==> src/rtl/nx_stream_combiner_pkg.sv <==
// ==== nx_stream_combiner_pkg : node message and direction types for the stream combiner ====
// ==== Rev 1.0                                                                           ====
`default_nettype none

package nx_stream_combiner_pkg;

   localparam int MESSAGE_WIDTH = 32;
   localparam int DIR_WIDTH     = 2;

   typedef logic [MESSAGE_WIDTH-1:0] node_message_t;

   typedef enum logic [DIR_WIDTH-1:0] {
      DIRECTION_NORTH = 2'd0,
      DIRECTION_EAST  = 2'd1,
      DIRECTION_SOUTH = 2'd2,
      DIRECTION_WEST  = 2'd3
   } direction_t;

   function automatic direction_t idx_to_dir(input logic [DIR_WIDTH-1:0] idx);
      return direction_t'(idx);
   endfunction

endpackage

`default_nettype wire

==> src/rtl/nx_arbiter_rr.sv <==
// ==== nx_arbiter_rr : round-robin (or fixed-priority with NX_STREAM_COMBINER_FIXED_PRIORITY_EN) ====
// ==== one-hot arbiter with encoded grant index; Rev 1.0                                         ====
`default_nettype none

module nx_arbiter_rr
   import nx_stream_combiner_pkg::*;
#(
   parameter int WIDTH = 4
)
(
   input  logic                     i_clk,
   input  logic                     i_rst,
   input  logic [WIDTH-1:0]         i_req,
   input  logic                     i_update,
   input  logic [$clog2(WIDTH)-1:0] i_grant_idx,
   output logic [WIDTH-1:0]         o_grant,
   output logic [$clog2(WIDTH)-1:0] o_grant_idx
);

   localparam int c_IDX_W = $clog2(WIDTH);

   logic w_found;

`ifdef NX_STREAM_COMBINER_FIXED_PRIORITY_EN

   logic w_unused;
   assign w_unused = ^{i_clk, i_rst, i_update, i_grant_idx};

   // Lowest requesting index wins.
   always_comb begin
      o_grant     = '0;
      o_grant_idx = '0;
      w_found     = 1'b0;
      for (int i = 0; i < WIDTH; i++) begin
         if (!w_found && i_req[c_IDX_W'(i)]) begin
            w_found                 = 1'b1;
            o_grant[c_IDX_W'(i)]    = 1'b1;
            o_grant_idx             = c_IDX_W'(i);
         end
      end
   end

`else

   logic [c_IDX_W-1:0] ptr_q;
   logic [c_IDX_W-1:0] ptr_d;
   logic [c_IDX_W-1:0] w_pos;

   always_comb begin
      ptr_d = ptr_q;
      if (i_update) begin
         ptr_d = i_grant_idx;
      end
   end

   // Pointer rests on the last winner so its successor has first claim.
   always_ff @(posedge i_clk or negedge i_rst) begin
      if (!i_rst) begin
         ptr_q <= c_IDX_W'(WIDTH-1);
      end else begin
         ptr_q <= ptr_d;
      end
   end

   always_comb begin
      o_grant     = '0;
      o_grant_idx = '0;
      w_found     = 1'b0;
      w_pos       = '0;
      for (int k = 1; k <= WIDTH; k++) begin
         w_pos = c_IDX_W'((int'(ptr_q) + k) % WIDTH);
         if (!w_found && i_req[w_pos]) begin
            w_found        = 1'b1;
            o_grant[w_pos] = 1'b1;
            o_grant_idx    = w_pos;
         end
      end
   end

`endif

endmodule

`default_nettype wire

==> src/rtl/nx_stream_combiner.sv <==
// ==== nx_stream_combiner : merges up to four node streams into one direction-tagged stream ====
// ==== Optional macro NX_STREAM_COMBINER_FIXED_PRIORITY_EN; Rev 1.0                          ====
`default_nettype none

module nx_stream_combiner
   import nx_stream_combiner_pkg::*;
#(
   parameter int STREAMS = 4
)
(
   input  logic                        i_clk,
   input  logic                        i_rst,
   output logic                        o_idle,
   input  node_message_t [STREAMS-1:0] i_inbound_data,
   input  logic [STREAMS-1:0]          i_inbound_valid,
   output logic [STREAMS-1:0]          o_inbound_ready,
   output direction_t                  o_outbound_dir,
   output node_message_t               o_outbound_data,
   output logic                        o_outbound_valid,
   input  logic                        i_outbound_ready
);

   localparam int c_IDX_W = $clog2(STREAMS);

   logic [STREAMS-1:0]  w_grant;
   logic [c_IDX_W-1:0]  w_grant_idx;
   logic                w_slot_free;
   logic                w_accept;

   node_message_t       data_q;
   node_message_t       data_d;
   direction_t          dir_q;
   direction_t          dir_d;
   logic                valid_q;
   logic                valid_d;

   nx_arbiter_rr #(
      .WIDTH       (STREAMS)
   ) u_arbiter (
      .i_clk       (i_clk),
      .i_rst       (i_rst),
      .i_req       (i_inbound_valid),
      .i_update    (w_accept),
      .i_grant_idx (w_grant_idx),
      .o_grant     (w_grant),
      .o_grant_idx (w_grant_idx)
   );

   // The slot can take a new message when empty or when it drains this cycle.
   assign w_slot_free     = !valid_q || i_outbound_ready;
   assign o_inbound_ready = {STREAMS{w_slot_free}} & w_grant;
   assign w_accept        = |o_inbound_ready;

   always_comb begin
      data_d  = data_q;
      dir_d   = dir_q;
      valid_d = valid_q;
      if (w_accept) begin
         data_d  = i_inbound_data[w_grant_idx];
         dir_d   = idx_to_dir(DIR_WIDTH'(w_grant_idx));
         valid_d = 1'b1;
      end else if (i_outbound_ready) begin
         valid_d = 1'b0;
      end
   end

   always_ff @(posedge i_clk or negedge i_rst) begin
      if (!i_rst) begin
         data_q  <= '0;
         dir_q   <= DIRECTION_NORTH;
         valid_q <= 1'b0;
      end else begin
         data_q  <= data_d;
         dir_q   <= dir_d;
         valid_q <= valid_d;
      end
   end

   assign o_outbound_data  = data_q;
   assign o_outbound_dir   = dir_q;
   assign o_outbound_valid = valid_q;
   assign o_idle           = !valid_q && !(|i_inbound_valid);

endmodule

`default_nettype wire

==> config.mk <==
export PLATFORM = sky130hd
export DESIGN_NAME = nx_stream_combiner
export DESIGN_NICKNAME = d
export VERILOG_FILES = /design/src/rtl/nx_stream_combiner_pkg.sv /design/src/rtl/nx_arbiter_rr.sv /design/src/rtl/nx_stream_combiner.sv
export SDC_FILE = /design/constraint.sdc
export NUM_CORES = 1
export LEC_CHECK = 0
export CAP_MARGIN = 40
export CORE_MARGIN = 2
export CORE_UTILIZATION = 34
export CTS_CLUSTER_SIZE = 8
export DETAILED_ROUTE_END_ITERATION = 8
export PLACE_DENSITY = 0.79
export SETUP_SLACK_MARGIN = 0.1
export SLEW_MARGIN = 20
export SYNTH_ARGS = -nofsm -noshare
export SYNTH_HDL_FRONTEND = slang
export SYNTH_SLANG_ARGS = --single-unit
==> constraint.sdc <==
create_clock -name i_clk -period 4.1 [get_ports i_clk]
set_clock_uncertainty 0.1 [all_clocks]
set_input_delay 0.615 -clock i_clk [delete_from_list [all_inputs] [get_ports i_clk]]
set_output_delay 0.615 -clock i_clk [all_outputs]
set_load 0.02 [all_outputs]
==> summary.md <==
| Metric | Value |
|---|---|
| Non-Filler Instances | `487` |
| Hold Vio Cnt, Final | `0` |
| DRT iter0 DRCs | `59` |
| Initial antenna violation count | `0` |
| Max-Cap Viols | `0` |
| Initial core utilization | `between 30% and 40%` |
| Post-Syn Area | `0.00285 mm2` |
| Worst Tran Pin Value | `0.509 ns` |
| Synth warnings | `0` |
| Ys flop type | `dfrtp_1` |
| Crit path capture type | `output port` |
| Critical path class | `primary input to output port` |
| Critical R2R Capture | `o_outbound_data[8]` |
| DP Area | `~0.0048 mm2` |
| Buffers on Ports | `174` |
| P&R area growth vs syn | `72.1%` |
| Final Cycle Share | `95.3%` |
| Die ar. | `slightly above 0.009 mm2` |
| Placed cell count | `around 480` |
| Worst Path Required | `3.38 ns` |
| Relative slew slack | `between 60% and 70%` |
| CP Launch Type | `primary input` |
| Register bit total from synthesis | `37` |
| Seq. cell area | `928 um2` |
| Clk buf depth | `2` |
| Clock tree from TritonCTS | `built` |
| Die Ht | `95.5 um` |
| Yosys cell types | `44` |
| Routed wire length | `7990 um` |
| Tmin final | `3.91 ns` |
| Leakage power | `1.87 nW` |
| Row Count | `33` |
| Vias in the first global route | `around 2700` |
| Overflow after GRT | `0` |
| Area occupied by multi-input gates | `0.00183 mm2` |
| Number of flops mapped to enable cells by yosys | `0` |
| Share of cells above drive strength 1 | `between 15 and 20%` |
| WHS | `0.191 ns` |
| Ports | `175` |
| Largest net degree at the start of global routing | `38` |
| R2R depth | `10` |
| Max FO, Critical Path | `11` |
| Antenna diode count | `0` |
| Worst r2r src | `u_arbiter.ptr_q[1]` |
| Vias per cell | `a little over 5` |
| Net Count, Synth | `between 300 and 400` |
| Asr flop ratio synth | `100%` |
| Hpwl dp | `6500 um` |
| Pwr Density | `824 mW/mm2` |
| Post-CTS Setup Bufs | `0` |
| Setup_tns | `0 ns` |
| Worst-path clk slew | `0.07 ns` |
| HP Class | `primary input to async pin` |
| Worst R2R Setup Slack | `0.81 ns` |
| Outcome | `finished clean` |
| Drt drc | `0` |
| Skew-Pair Late Insertion Delay | `between 0.2 and 0.3 ns` |
| Tot GR Track Use | `18.0%` |
| Final Setup Violations | `0` |
| Nets | `524` |
| Mapped Cells | `206` |
| Sequential share of the synthesized area | `32.6%` |
| Num CTS Buffers | `5` |
| Root Buffer | `clkbuf_8` |
| Commonest non-fill, non-tap cell in the layout | `clkdlybuf4s50_1` |
| Vias | `roughly 2500` |
| CTS H-Tree Depth | `2` |
| RSZ-0062 raised after global routing | `true` |
| Finished Cell Area | `0.00490 mm2` |
| CP arrival | `3.19 ns` |
| Achievable frequency | `~0.26 GHz` |
| Slew Viols, Final | `0` |
| VDD IR-drop max | `roughly 0.33 mV` |
| Horiz. Die Dim | `95.5 um` |
| WL/cell | `16.4 um` |
| Global-route wire length before repair | `about 13000 um` |
| Router iterations before antenna repair | `4` |
| Routed Antenna Nets | `0` |
| Most frequent cells in the layout | `173 x clkdlybuf4s50_1, 35 x mux4_2, 35 x dfrtp_1` |
| Placer congestion estimate | `0.844` |
| Clock sinks | `37` |
| Avg Synthesized Cell Area | `about 14 um2` |
| Filler cell count | `approximately 650` |
| CORE AREA | `0.00818 mm2` |
==> worst max-delay path, stage by stage <==
cell             delay, ns
clkdlybuf4s50_1       0.58
mux2_2                0.42
mux2i_2               0.27
o211ai_1              0.14
a32oi_1               0.37
a21oi_1               0.08
nor2_1                0.10
clkdlybuf4s50_1       0.60
==> worst max-delay path by stage <==
stage / startpoint / end / slack [ns]
after floorplan: u_arbiter.ptr_q[0] / o_outbound_data[0] / 0.30
after global placement: i_inbound_valid[3] / o_inbound_ready[0] / 0.25
after detailed placement: i_inbound_valid[3] / o_inbound_ready[0] / 0.15
after CTS: i_inbound_valid[3] / o_inbound_ready[0] / 0.14
after global routing: i_inbound_valid[3] / o_inbound_ready[0] / 0.05
final: i_inbound_valid[3] / o_inbound_ready[0] / 0.19
==> registers in the layout (all words and copies together) (netlist names) <==
signal            flops
o_outbound_data      32
o_outbound_dir        2
o_outbound_valid      1
u_arbiter.ptr_q       2
==> cells by family after synthesis <==
| group | after synthesis | share of synthesized area (%) |
|---|---|---|
| compound gates | 28 | 8.05 |
| fa+ha+maj | 8 | 3.52 |
| buf+inv | 23 | 4.40 |
| flops | 37 | 32.6 |
| mux | 84 | 46.6 |
| simple gates | 26 | 4.79 |
==> power breakdown <==
group          internal [mW]  switching, mW  leakage, nW
logic                   1.63           1.40         1.39
registers              0.587         0.0933        0.429
clock network          0.198          0.128       0.0585
total                   2.41           1.62         1.87
==> synthesized netlist by cell type (2+ instances only) <==
library cell / instances / share of area, %
clkbuf_1: 5 / 0.66
dfrtp_1: 35 / 31
o21bai_1: 2 / 0.53
nand2b_1: 2 / 0.44
o211ai_1: 2 / 0.53
ha_1: 8 / 3.5
buf_4: 2 / 0.53
buf_2: 7 / 1.2
mux4_2: 35 / 28
nor2_1: 9 / 1.2
mux2_2: 11 / 4.4
dfstp_2: 2 / 1.8
nand2_1: 6 / 0.79
inv_1: 4 / 0.53
buf_6: 3 / 1.2
a21oi_1: 7 / 1.2
mux2i_1: 11 / 3.9
nand3_1: 2 / 0.35
mux2_1: 27 / 11
a2bb2oi_1: 2 / 0.62
==> routing by layer <==
metal / global-route usage [%] / up-vias / wire, um
li1: - / 1164 / -
met1: 20.3 / 1260 / 2950
met2: 33.7 / 94 / 4450
met3: 4.51 / 5 / 515
met4: 4.40 / 0 / 76
met5: 0 / - / 0
==> through the flow <==
step / setup WS (ns) / utilization, % / total power, mW
2_1_floorplan: 0.298 / - / 2.74
3_3_place_gp: 0.253 / 57.9 / 3.66
3_5_place_dp: 0.154 / 58.2 / 3.73
4_1_cts: 0.137 / 59.7 / 4.07
5_1_grt: 0.0475 / 59.9 / 4.32
6_report: 0.191 / 59.9 / 4.04
==> area by class of cell <==
cell class	count	area share (%)
Clock buffer	7	1.76
Clock inverter	1	0.613
Multi-Input combinational cell	146	37.4
Inverter	5	0.383
Sequential cell	37	19.0
Tap cell	105	2.68
Timing Repair Buffer	186	38.2
==> what timing repair did <==
item	CTS	global route
endpoints found under the setup margin	0	4
hold buffers	0	0
endpoints found under the hold margin	0	0
resized for setup	0	3
(Power assumes the default switching activity.)
